--- config.mk ---
export PLATFORM = sky130hd
export DESIGN_NAME = cube_edge_sequencer
export DESIGN_NICKNAME = d
export VERILOG_FILES = /design/src/rtl/cube_pkg.sv /design/src/rtl/cube_vertex_rf.sv /design/src/rtl/cube_edge_sequencer.sv
export SDC_FILE = /design/constraint.sdc
export NUM_CORES = 1
export LEC_CHECK = 0
export CAP_MARGIN = 10
export CELL_PAD_IN_SITES_DETAIL_PLACEMENT = 1
export CELL_PAD_IN_SITES_GLOBAL_PLACEMENT = 1
export CORE_ASPECT_RATIO = 1.25
export CORE_MARGIN = 8
export CORE_UTILIZATION = 55
export CTS_CLUSTER_SIZE = 16
export DETAILED_ROUTE_END_ITERATION = 7
export PLACE_DENSITY_LB_ADDON = 0.1
export SLEW_MARGIN = 25
export SYNTH_ARGS = -nofsm -noshare
export SYNTH_HDL_FRONTEND = slang
export SYNTH_HIERARCHICAL = 1
export SYNTH_SLANG_ARGS = --single-unit
--- constraint.sdc ---
create_clock -name clk_i -period 6.71 [get_ports clk_i]
set_input_delay 1.342 -clock clk_i [delete_from_list [all_inputs] [get_ports clk_i]]
set_output_delay 1.342 -clock clk_i [all_outputs]
set_load 0.005 [all_outputs]
--- src/rtl/cube_pkg.sv ---
// Shared types and constants for the cube edge sequencer: state encoding,
// vertex/coordinate widths and the fixed 12-edge wireframe table.
package cube_pkg;

   localparam int X_W    = 11;
   localparam int Y_W    = 10;
   localparam int N_VTX  = 8;
   localparam int N_EDGE = 12;
   localparam int VA_W   = 3;
   localparam int EI_W   = 4;

   typedef enum logic [1:0] {
      IDLE,
      LOAD,
      ISSUE,
      NEXT
   } state_e;

   // Each entry packs {vertex a, vertex b}; octal keeps the pairs readable.
   localparam logic [5:0] EDGE_TBL [N_EDGE] = '{
      6'o01, 6'o12, 6'o23, 6'o30,
      6'o45, 6'o56, 6'o67, 6'o74,
      6'o04, 6'o15, 6'o26, 6'o37
   };

   function automatic logic [VA_W-1:0] edge_a(input logic [EI_W-1:0] idx);
      logic [5:0] pair;
      pair = EDGE_TBL[idx];
      return pair[5:3];
   endfunction

   function automatic logic [VA_W-1:0] edge_b(input logic [EI_W-1:0] idx);
      logic [5:0] pair;
      pair = EDGE_TBL[idx];
      return pair[2:0];
   endfunction

endpackage

--- src/rtl/cube_vertex_rf.sv ---
// Eight-entry projected-vertex store: one synchronous write port and two
// combinational read ports feeding the edge endpoint registers.
module cube_vertex_rf
   import cube_pkg::*;
(
   input  logic            clk_i,
   input  logic            rst_ni,
   input  logic            we_i,
   input  logic [VA_W-1:0] waddr_i,
   input  logic [X_W-1:0]  wx_i,
   input  logic [Y_W-1:0]  wy_i,
   input  logic [VA_W-1:0] raddr_a_i,
   input  logic [VA_W-1:0] raddr_b_i,
   output logic [X_W-1:0]  x_a_o,
   output logic [Y_W-1:0]  y_a_o,
   output logic [X_W-1:0]  x_b_o,
   output logic [Y_W-1:0]  y_b_o
);

   logic [X_W-1:0] x_q [N_VTX];
   logic [Y_W-1:0] y_q [N_VTX];

   always_ff @(posedge clk_i or negedge rst_ni) begin
      if (!rst_ni) begin
         for (int i = 0; i < N_VTX; i++) begin
            x_q[i] <= '0;
            y_q[i] <= '0;
         end
      end else if (we_i) begin
         x_q[waddr_i] <= wx_i;
         y_q[waddr_i] <= wy_i;
      end
   end

   assign x_a_o = x_q[raddr_a_i];
   assign y_a_o = y_q[raddr_a_i];
   assign x_b_o = x_q[raddr_b_i];
   assign y_b_o = y_q[raddr_b_i];

endmodule

--- src/rtl/cube_edge_sequencer.sv ---
// Walks the 12 cube edges, presenting stable endpoints to the line engine
// with a frame-count watchdog. Define CUBE_SEQ_AUTOLOOP_EN to loop passes forever.
//
// state | meaning
// IDLE  | waiting for go
// LOAD  | copy endpoints of edge_idx from the vertex store, clear frame count
// ISSUE | endpoints valid; wait for line_done or watchdog expiry
// NEXT  | advance edge_idx, or end the pass after edge 11
module cube_edge_sequencer
   import cube_pkg::*;
#(
   parameter int TIMEOUT_FRAMES = 4
) (
   input  logic            clk_i,
   input  logic            rst_ni,
   input  logic            vtx_we_i,
   input  logic [VA_W-1:0] vtx_addr_i,
   input  logic [X_W-1:0]  vtx_x_i,
   input  logic [Y_W-1:0]  vtx_y_i,
   input  logic            go_i,
   input  logic            frame_sync_i,
   input  logic            line_done_i,
   output logic [X_W-1:0]  x0_o,
   output logic [Y_W-1:0]  y0_o,
   output logic [X_W-1:0]  x1_o,
   output logic [Y_W-1:0]  y1_o,
   output logic            line_valid_o,
   output logic [EI_W-1:0] edge_idx_o,
   output logic            busy_o,
   output logic            pass_done_o,
   output logic            timeout_err_o
);

   localparam int CNT_W = (TIMEOUT_FRAMES > 7) ? $clog2(TIMEOUT_FRAMES + 1) : 3;
   localparam logic [CNT_W-1:0] CNT_LAST = CNT_W'(TIMEOUT_FRAMES - 1);
   localparam logic [CNT_W-1:0] CNT_MAX  = '1;
   localparam logic [EI_W-1:0]  IDX_LAST = EI_W'(N_EDGE - 1);

   state_e          state_q, state_d;
   logic [EI_W-1:0] idx_q, idx_d;
   logic [CNT_W-1:0] cnt_q, cnt_d;
   logic [X_W-1:0]  x0_q, x0_d, x1_q, x1_d;
   logic [Y_W-1:0]  y0_q, y0_d, y1_q, y1_d;
   logic            terr_q, terr_d;
   logic            pdone_q, pdone_d;

   logic [X_W-1:0]  rf_xa, rf_xb;
   logic [Y_W-1:0]  rf_ya, rf_yb;

   cube_vertex_rf u_rf (
      .clk_i     (clk_i),
      .rst_ni    (rst_ni),
      .we_i      (vtx_we_i),
      .waddr_i   (vtx_addr_i),
      .wx_i      (vtx_x_i),
      .wy_i      (vtx_y_i),
      .raddr_a_i (edge_a(idx_q)),
      .raddr_b_i (edge_b(idx_q)),
      .x_a_o     (rf_xa),
      .y_a_o     (rf_ya),
      .x_b_o     (rf_xb),
      .y_b_o     (rf_yb)
   );

   always_comb begin
      state_d = state_q;
      idx_d   = idx_q;
      cnt_d   = cnt_q;
      x0_d    = x0_q;
      y0_d    = y0_q;
      x1_d    = x1_q;
      y1_d    = y1_q;
      terr_d  = terr_q;
      pdone_d = 1'b0;
      case (state_q)
         IDLE: begin
            if (go_i) begin
               state_d = LOAD;
               idx_d   = '0;
               terr_d  = 1'b0;
            end
         end
         LOAD: begin
            x0_d    = rf_xa;
            y0_d    = rf_ya;
            x1_d    = rf_xb;
            y1_d    = rf_yb;
            cnt_d   = '0;
            state_d = ISSUE;
         end
         ISSUE: begin
            // A completion wins over a watchdog expiry in the same cycle.
            if (line_done_i) begin
               state_d = NEXT;
            end else if (frame_sync_i) begin
               if (cnt_q == CNT_LAST) begin
                  terr_d  = 1'b1;
                  state_d = NEXT;
               end else if (cnt_q != CNT_MAX) begin
                  cnt_d = cnt_q + 1'b1;
               end
            end
         end
         NEXT: begin
            if (idx_q == IDX_LAST) begin
               pdone_d = 1'b1;
`ifdef CUBE_SEQ_AUTOLOOP_EN
               idx_d   = '0;
               state_d = LOAD;
`else
               state_d = IDLE;
`endif
            end else begin
               idx_d   = idx_q + 1'b1;
               state_d = LOAD;
            end
         end
         default: state_d = IDLE;
      endcase
   end

   always_ff @(posedge clk_i or negedge rst_ni) begin
      if (!rst_ni) begin
         state_q <= IDLE;
         idx_q   <= '0;
         cnt_q   <= '0;
         x0_q    <= '0;
         y0_q    <= '0;
         x1_q    <= '0;
         y1_q    <= '0;
         terr_q  <= 1'b0;
         pdone_q <= 1'b0;
      end else begin
         state_q <= state_d;
         idx_q   <= idx_d;
         cnt_q   <= cnt_d;
         x0_q    <= x0_d;
         y0_q    <= y0_d;
         x1_q    <= x1_d;
         y1_q    <= y1_d;
         terr_q  <= terr_d;
         pdone_q <= pdone_d;
      end
   end

   assign x0_o          = x0_q;
   assign y0_o          = y0_q;
   assign x1_o          = x1_q;
   assign y1_o          = y1_q;
   assign line_valid_o  = (state_q == ISSUE);
   assign edge_idx_o    = idx_q;
   assign busy_o        = (state_q != IDLE);
   assign pass_done_o   = pdone_q;
   assign timeout_err_o = terr_q;

endmodule

## After elaboration in Yosys (flattened, before gate mapping)

Memory sizes are Yosys's and may differ from the RTL's.
Index checks and enable logic that the tools add are counted.
Widths: inputs -> output; s select.

| cells by class | value |
|---|---|
| add/subtract/negate cells | 2 |
| multipliers | 0 |
| div/mod/pow operators | 0 |
| magnitude comparators | 5 |
| equality and inequality tests | 15 |
| shift operators | 0 |
| mux-type cells | 41 |
| bitwise operators | 4 |
| reduce and logical (&&, ||, !) cells | 10 |

Operator list:

| kind | count |
|---|---|
| $bwmux 88 | 1 |
| $bwmux 80 | 1 |
| $bmux 11 s3 | 2 |
| $bmux 10 s3 | 2 |
| $mux 11 | 5 |
| $mux 10 | 5 |
| $demux 11 s3 | 1 |
| $demux 10 s3 | 1 |
| $ge 4x4->1 const B | 3 |
| $mux 3 | 4 |
| $mux 6 | 2 |
| $not 3->4 | 3 |
| $ne 2x2->1 const B | 5 |
| $reduce_and 5->1 | 2 |
| $mux 2 | 4 |
| $mux 4 | 2 |
| $pmux 2 s4 | 1 |
| $pmux 4 s2 | 1 |
| $reduce_bool 2->1 | 4 |
| $mux 1 | 7 |
| $ne 3x3->1 const B | 2 |
| $pmux 3 s2 | 1 |
| $reduce_and 3->1 | 2 |
| $ge 5x5->1 const B | 1 |
| other kinds (13) | 15 |

| word-level totals | value |
|---|---|
| register bits after elaboration | 221 |
| latch bits | 0 |
| RAM bits | 0 |
| memory bits (read-only) | 96 |
| bits of input ports | 30 |
| output and inout port bits | 50 |
| word-level logic and storage cells | 103 |
| memories | 1 |

Memories:

| memory | words | width | rd ports | clocked after Yosys merged registers in | write ports | RTL line | source |
|---|---|---|---|---|---|---|---|
| (no name shown) | 16 | 6 | 1 | 0 | 0 | cube_pkg.sv:34 | `pair = EDGE_TBL[idx];` |

## Longest topological paths before layout

Gate-level depths: netlist of the first run.

| depth | value |
|---|---|
| depth in word-level cells | 8 |
| depth in mapped cells | 8 |
| gate-level depth less buffers | 5 |

## Modules after synthesis

Netlist of the first run, hierarchy kept.

Modules (own cells, without submodules):

| module | instances | cells an instance | area each (sq um) | seq. area each (sq um) |
|---|---|---|---|---|
| cube_vertex_rf | 1 | 510 | 9106.2 | 4204.0 |
| cube_edge_sequencer | 1 | 176 | 2364.8 | 1326.3 |

## Least setup slack after synthesis of the first run

No wires, ideal clock.

| timing | value |
|---|---|
| kind | input port to flip-flop |
| start | input port vtx_addr_i[2] |
| end | register u_rf/x_q[77] (netlist bit) |
| library setup time | 125 ps |
| arrival | 2257 ps |
| required time | 6585 ps |
| slack | 4328 ps |
| stages | 3 |
| path buffers | 1 |
| cell sequence | nor4b_2 buf_2 mux2_2 |

| between the ends | value |
|---|---|
| cells in the longest elaborated chain, start to end | 6 |
| elaborated cells between the ends (all ways) | 7 |
| classes of those cells | order compare (2); mux (3); bitwise (1); reduce/logical (1) |

Ends and longest elaborated chain:

| what | RTL line | source |
|---|---|---|
| start: declaration | cube_edge_sequencer.sv:17 | `input logic [VA_W-1:0] vtx_addr_i,` |
| $not 3->4 (implied by the code) * | cube_vertex_rf.sv:30 | `x_q[waddr_i] <= wx_i;` |
| $ge 4x4->1 (implied by the code) / $lt 4x1->1 (equally long branches) | cube_vertex_rf.sv:30 |  |
| $logic_and 1x1->1 (implied by the code) | cube_vertex_rf.sv:30 |  |
| $mux 11 (implied by the code) | cube_vertex_rf.sv:30 |  |
| $demux 11 s3 * | cube_vertex_rf.sv:30 |  |
| $bwmux 88 * | cube_vertex_rf.sv:30 |  |
| end signal: indexed assignment | cube_vertex_rf.sv:30 |  |
| end: declaration | cube_vertex_rf.sv:20 | `logic [X_W-1:0] x_q [N_VTX];` |

Mark *: on every way between the ends. The rest lies on a longest branch, timed or not.
A chain may end at the register's enable or synchronous reset.

## Worst setup path in the final report of the first run

| timing | value |
|---|---|
| start | register state_q[0] |
| end | output port busy_o |

| between the ends | value |
|---|---|
| cells in the longest elaborated chain, start to end | 1 |

Ends and longest elaborated chain:

| what | RTL line | source |
|---|---|---|
| start: declaration | cube_edge_sequencer.sv:39 | `state_e state_q, state_d;` |
| start signal: assignment | cube_edge_sequencer.sv:134 | `state_q <= state_d;` |
| $reduce_bool 2->1 | cube_edge_sequencer.sv:152 | `assign busy_o = (state_q != IDLE);` |
| end: declaration | cube_edge_sequencer.sv:29 | `output logic busy_o,` |

Every way passes these cells.

==> results of run 1 <==
## registers in the layout, summed over array words and instances, names as in the netlist
name / cells
cnt_q: 3
y1_o: 10
pass_done_o: 1
edge_idx_o: 4
u_rf/x_q: 88
x0_o: 11
x1_o: 11
state_q: 2
timeout_err_o: 1
u_rf/y_q: 80
y0_o: 10
## how the worst max path moves through the flow
stage / start / end / slack, ns / cells after the start
finish: state_q[0] / busy_o / 3.36 / 4
global route: state_q[0] / busy_o / 3.25 / 4
CTS: state_q[1] / busy_o / 3.32 / 4
detailed placement: vtx_addr_i[2] / u_rf/y_q[59] / 3.33 / 3
global placement: vtx_addr_i[0] / u_rf/y_q[53] / 3.39 / 3
floorplan: vtx_addr_i[2] / u_rf/x_q[77] / 4.33 / 3
## cells by family after synthesis
group,Yosys count,share of synthesized area
AND/OR/NAND/NOR,38,0.02323
flip-flops,221,0.4821
buffers and inverters,57,0.02771
AO/OA/AOI/OAI,18,0.01091
XOR/XNOR,1,0.0007637
multiplexers,341,0.4444
adder cells (fa/ha/maj),10,0.01091
## power groups by stage
stage | combinational, W | sequential (W) | clock [W]
after detailed placement | 0.00244 | 0.00201 | 0
after global routing | 0.00260 | 0.00204 | 0.00125
after floorplan | 0.00171 | 0.00192 | 0
after CTS | 0.00246 | 0.00199 | 0.00120
after global placement | 0.00235 | 0.00195 | 0
final | 0.00243 | 0.00199 | 0.00117
## critical path, cell delays in order (launching register included)
cell             delay, ns
dfrtp_1               0.40
inv_1                 0.18
ha_1                  0.36
inv_1                 0.10
clkdlybuf4s50_1       0.46
## synthesized netlist by cell type, types with 2 or more instances
library cell / n / area share
a31oi_1: 3 / 0.0016
and4bb_2: 3 / 0.0033
buf_2: 23 / 0.010
buf_6: 10 / 0.0098
clkbuf_1: 17 / 0.0056
dfrtp_1: 221 / 0.48
ha_1: 10 / 0.011
inv_1: 7 / 0.0023
mux2_2: 251 / 0.25
mux2_4: 2 / 0.0026
mux2i_1: 3 / 0.0026
mux4_1: 82 / 0.19
mux4_2: 2 / 0.0039
nand2_1: 4 / 0.0013
nand2b_1: 2 / 0.0011
nand3_1: 2 / 0.00087
nand3b_1: 2 / 0.0013
nand4_1: 2 / 0.0011
nand4b_1: 4 / 0.0031
nor2_1: 6 / 0.0020
nor2b_1: 4 / 0.0022
nor3_1: 2 / 0.00087
o211ai_1: 2 / 0.0013
o21ai_0: 5 / 0.0022
## area by class of cell
cell class	count	area [um2]
diodes	1	2.502
clock inverters	2	10.01
repair buffers	93	899.6
fillers	1819	7552
inverters	7	26.28
clock buffers	31	655.6
flip-flops and latches	221	5532
multi-input cells	408	5649
well taps	274	342.8
## through the flow
step / hold WS (ns) / area [um2] / std cells
after global placement: 0.4631 / 12450 / 1003
after detailed placement: 0.4770 / 12450 / 1003
after global routing: 0.5069 / 13120 / 1037
final: 0.4842 / 13120 / 1037
after CTS: 0.4924 / 13120 / 1036
after floorplan: 0.4453 / 11470 / 686
## layer usage
| layer | share of wire | track usage | vias up |
|---|---|---|---|
| li1 | - | - | 2859 |
| met1 | 0.42 | 0.2757 | 3630 |
| met2 | 0.53 | 0.4002 | 120 |
| met3 | 0.032 | 0.03316 | 39 |
| met4 | 0.017 | 0.05867 | 0 |
| met5 | 0 | 0 | - |
==> results_dict.tcl, run 1 <==
set metrics [dict create \
    outcome "finished clean" \
    ioPinCount 80 \
    cap_violations 0 \
    holdBufCountCts 0 \
    yosysUniqueCellTypes 41 \
    cts_root_buffer "clkbuf_16" \
    drc_errors 0 \
    die-area_um2 25760 \
    ant_nets 0 \
    rows 59 \
    ys_async_sr_fraction 1.000 \
    min_to "cnt_q[0]" \
    hold_start "cnt_q[0]" \
    synth_nets 726 \
    switchingPower_w 0.001732 \
    hp-class "flip-flop to flip-flop" \
    die_h_um 177.5 \
    post_cts_buffers 0 \
    worstRegToRegCells 6 \
    min_period_over_period 0.4991 \
    place_ws_ns 3.326 \
    ys.flop_type "dfrtp_1" \
    ff2ff_setup_slack_ns 3.76 \
    clkTransAtPathRegs_ns 0.06 \
    timing.rr.start "edge_idx_o[3]" \
    grt_pass1_wl_um 45070 \
    drt-total-wl_um 27890 \
    start_util 0.5550 \
    drtIter0Drc 232 \
    ys_seq_area_frac 0.4821 \
    antenna_found_initial 1 \
    ir_drop_mv 0.2542 \
    pwr-share-seq 0.356 \
    worst_clock_skew_ns 0.009092 \
    cts.sinks 221 \
    critPathCaptureType "primary output" \
    tns_ns 0 \
    cts_tree "yes" \
    rr_endpoint "y1_o[0]" \
    final_cell_mix "mux2_2 (251), dfrtp_1 (220), mux4_1 (82)" \
    postSynthAreaPerCell_um2 16.72 \
    grt_max_degree 107 \
    clk_latency_ns 0.51 \
    htreeDepth 1 \
    synth_enable_flop_cells 0 \
    finalCriticalPeriod_ns 3.349 \
    hold_path_depth 1 \
    fin_ws_ns 3.361 \
    clock_power_share 0.209 \
    drv_slew 0 \
    grt_usage 0.2221 \
    nets 794 \
    hold_viol 0 \
    drive_gt1_frac 0.4094 \
    synth_area_um2 11470 \
    p_sw_frac 0.3097 \
    drtPass1Iterations 4 \
    ys_ff_latch 221 \
    wl_per_cell_um 26.89 \
    hpwlAfterDp_um 16640 \
    yosys_warnings 6 \
    rsz0062_at_grt "false" \
    relSlewSlack 0.4049 \
    gp_congestion 0.7345 \
    totalPowerFinal_w 0.005591 \
    layout_commonest_cell "mux2_2" \
    place.port_buffers 79 \
    die_w_um 145.2 \
    dr_total_vias 6648 \
    cts_buffer_depth 3 \
    worstMarginPinSlew_ns 0.8926 \
    crit_arrival_ns 2.01 \
    routed_via_density 6.411 \
    crit_type "flip-flop to primary output" \
    worstSetupStartpointType "flip-flop" \
    p_int_w 0.003859 \
    syn2layout_area_growth_pct 14.35 \
    syn_inst 686 \
    setup-violations-final 0 \
    combinationalPowerShare 0.434 \
    p_per_area_nw_per_um2 426.2 \
    fin_util 0.6346 \
    grt_pass1_vias 7661 \
    crit_fanout 8 \
    core-area_um2 20670 \
    required_ns 5.37 \
    cts_buffers 23 \
    gr-total-overflow 0 \
    total_leakage_power_nw 5.547 \
    clock.fmax_mhz 298.6 \
    cts_resized 0 \
]
Power figures use the tool's default switching activity.
==> run 2, diff against run 1 <==
- CORE_UTILIZATION: 55 -> 51
- clock period: 6.71 -> 3.3 ns (I/O delays scaled with it)
==> run 2 against run 1 <==
  * Global-route usage shrank 1.2 points
  * Critical path depth unchanged
  * Die area is 7.0% higher
  * Sequential share of layout area fell by 0.81 points
  * Critical endpoint unchanged
  * Largest cell class unchanged
  * Highest routed layer unchanged
==> results_dict.tcl, run 2 (same netlist as run 1, synthesis figures left out) <==
set metrics [dict create \
    grt_usage 0.2100 \
    min_period_over_period 0.8215 \
    diodes 0 \
    core-area_um2 22210 \
    die_w_um 150.1 \
    drc_errors 0 \
    design_area_um2 13370 \
    relSlewSlack 0.3826 \
    dr.max_layer_used "met4" \
    switchingPower_w 0.003561 \
    hpwlAfterDp_um 16720 \
    wl_met2_um 14710 \
    cts_root_buffer "clkbuf_16" \
    p_per_area_nw_per_um2 879.4 \
    finalCriticalPeriod_ns 2.711 \
    place_area_um2 12560 \
    setup-violations-final 0 \
    routed_via_density 6.286 \
    clock.fmax_mhz 368.9 \
    outcome "finished clean" \
    post_cts_buffers 0 \
    drt-met1-wl_um 11660 \
    nets 801 \
    clk_latency_ns 0.52 \
    drtIter0Drc 248 \
    required_ns 2.64 \
    top_register "u_rf/x_q" \
    hold_slack_ns 0.1674 \
    hp-class "input pin to asynchronous set/reset pin" \
    ir_drop_mv 0.5097 \
    drt-total-wl_um 27980 \
    wl_per_cell_um 26.35 \
    dr_total_vias 6676 \
    hold_viol 0 \
    p_int_w 0.008200 \
    clkTransAtPathRegs_ns 0.06 \
    start_util 0.5165 \
    crit_arrival_ns 2.05 \
    crit_family "buffers and inverters" \
    crit_type "flip-flop to primary output" \
    clock_power_share 0.234 \
    cts_resized 0 \
    cp_common_cell "inv_1" \
    rows 61 \
    worstRegToRegCells 4 \
    cts_buffer_depth 3 \
    timing.rr.start "edge_idx_o[0]" \
    pwr-share-seq 0.344 \
    grt_max_degree 100 \
    worst_clock_skew_ns 0.01920 \
    dr_wl_met3_um 975 \
    tns_ns 0 \
    cap_violations 0 \
    dp.cells 1018 \
    combinationalPowerShare 0.422 \
    gp_congestion 0.7436 \
    die_h_um 183.7 \
    largest_reg_flops 88 \
    largestRegisters "u_rf/x_q (88), u_rf/y_q (80)" \
    drtPass1Iterations 4 \
    cp_cell_sequence "inv_1 -> ha_1 -> inv_1 -> clkdlybuf4s50_1" \
    syn2layout_area_growth_pct 16.59 \
    drv_slew 0 \
    cts.sinks 221 \
    ant_nets 0 \
    grt_pass1_wl_um 44850 \
    layout_commonest_cell "mux2_2" \
    htreeDepth 1 \
    holdBufCountCts 0 \
    drive_gt1_frac 0.4172 \
    p_sw_frac 0.3028 \
    totalPowerFinal_w 0.01176 \
    ff2ff_setup_slack_ns 0.72 \
    worst-path-buf-inv 3 \
    cts_buffers 24 \
    final_cell_mix "mux2_2 (251), dfrtp_1 (220), mux4_1 (82)" \
    slowest_delay_ns 0.48 \
    grt_pass1_vias 7704 \
    crit_slowest_cell "clkdlybuf4s50_1" \
    antenna_found_initial 0 \
    layout.cells.non_filler 1062 \
    total_leakage_power_nw 5.667 \
    nFillCells 1995 \
    rsz0062_at_grt "false" \
    worstSetupStartpointType "flip-flop" \
    place.port_buffers 79 \
    ioPinCount 80 \
    die-area_um2 27580 \
    cts_tree "yes" \
    critPathCaptureType "primary output" \
    worstMarginPinSlew_ns 0.9261 \
    crit_fanout 8 \
    gr-total-overflow 0 \
    rr_endpoint "y0_o[5]" \
]
## run 2: cell count changes in the layout (fill, tap and decap cells not counted), sizes merged
| cell | previous run | this run |
|---|---|---|
| buf | 14 | 20 |
| diode | 1 | 0 |
| bufinv | 0 | 2 |
| clkinv | 2 | 4 |
| clkbuf | 32 | 39 |
## run 2: power by group through the flow
stage,combinational (W),clock [W],sequential (W)
6_report,0.00497,0.00275,0.00404
3_5_place_dp,0.00502,0,0.00408
4_1_cts,0.00505,0.00282,0.00405
5_1_grt,0.00532,0.00291,0.00416
2_1_floorplan,0.00348,0,0.00391
3_3_place_gp,0.00484,0,0.00399
## run 2: cell type report
class / instances / area (um2) / share of cell area
well taps: 283 / 354.1 / 0.02648
flip-flops and latches: 221 / 5532 / 0.4136
repair buffers: 99 / 994.7 / 0.07438
clock buffers: 38 / 734.5 / 0.05492
inverters: 7 / 26.28 / 0.001965
multi-input cells: 408 / 5649 / 0.4224
clock inverters: 6 / 83.83 / 0.006268
## run 2: metal layers
| layer | vias up | track usage |
|---|---|---|
| met5 | - | 0 |
| met4 | 0 | 0.06450 |
| met3 | 46 | 0.02882 |
| met2 | 137 | 0.3738 |
| met1 | 3616 | 0.2593 |
| li1 | 2877 | - |
## run 2: worst max path at each step
| stage | start | end | slack [ns] | cells past startpoint |
|---|---|---|---|---|
| after detailed placement | edge_idx_o[0] | y0_o[5] | 0.73 | 4 |
| after floorplan | edge_idx_o[3] | y1_o[9] | 1.06 | 7 |
| final | state_q[0] | busy_o | 0.59 | 4 |
| after CTS | state_q[0] | busy_o | 0.57 | 4 |
| after global placement | edge_idx_o[1] | x1_o[10] | 0.82 | 4 |
| after global routing | state_q[0] | busy_o | 0.45 | 4 |
## run 2: metrics by stage
step / util / setup slack (ns)
CTS: 0.6022 / 0.5680
floorplan: - / 1.062
global route: 0.6022 / 0.4480
global placement: 0.5653 / 0.8187
detailed placement: 0.5653 / 0.7338
finish: 0.6022 / 0.5890
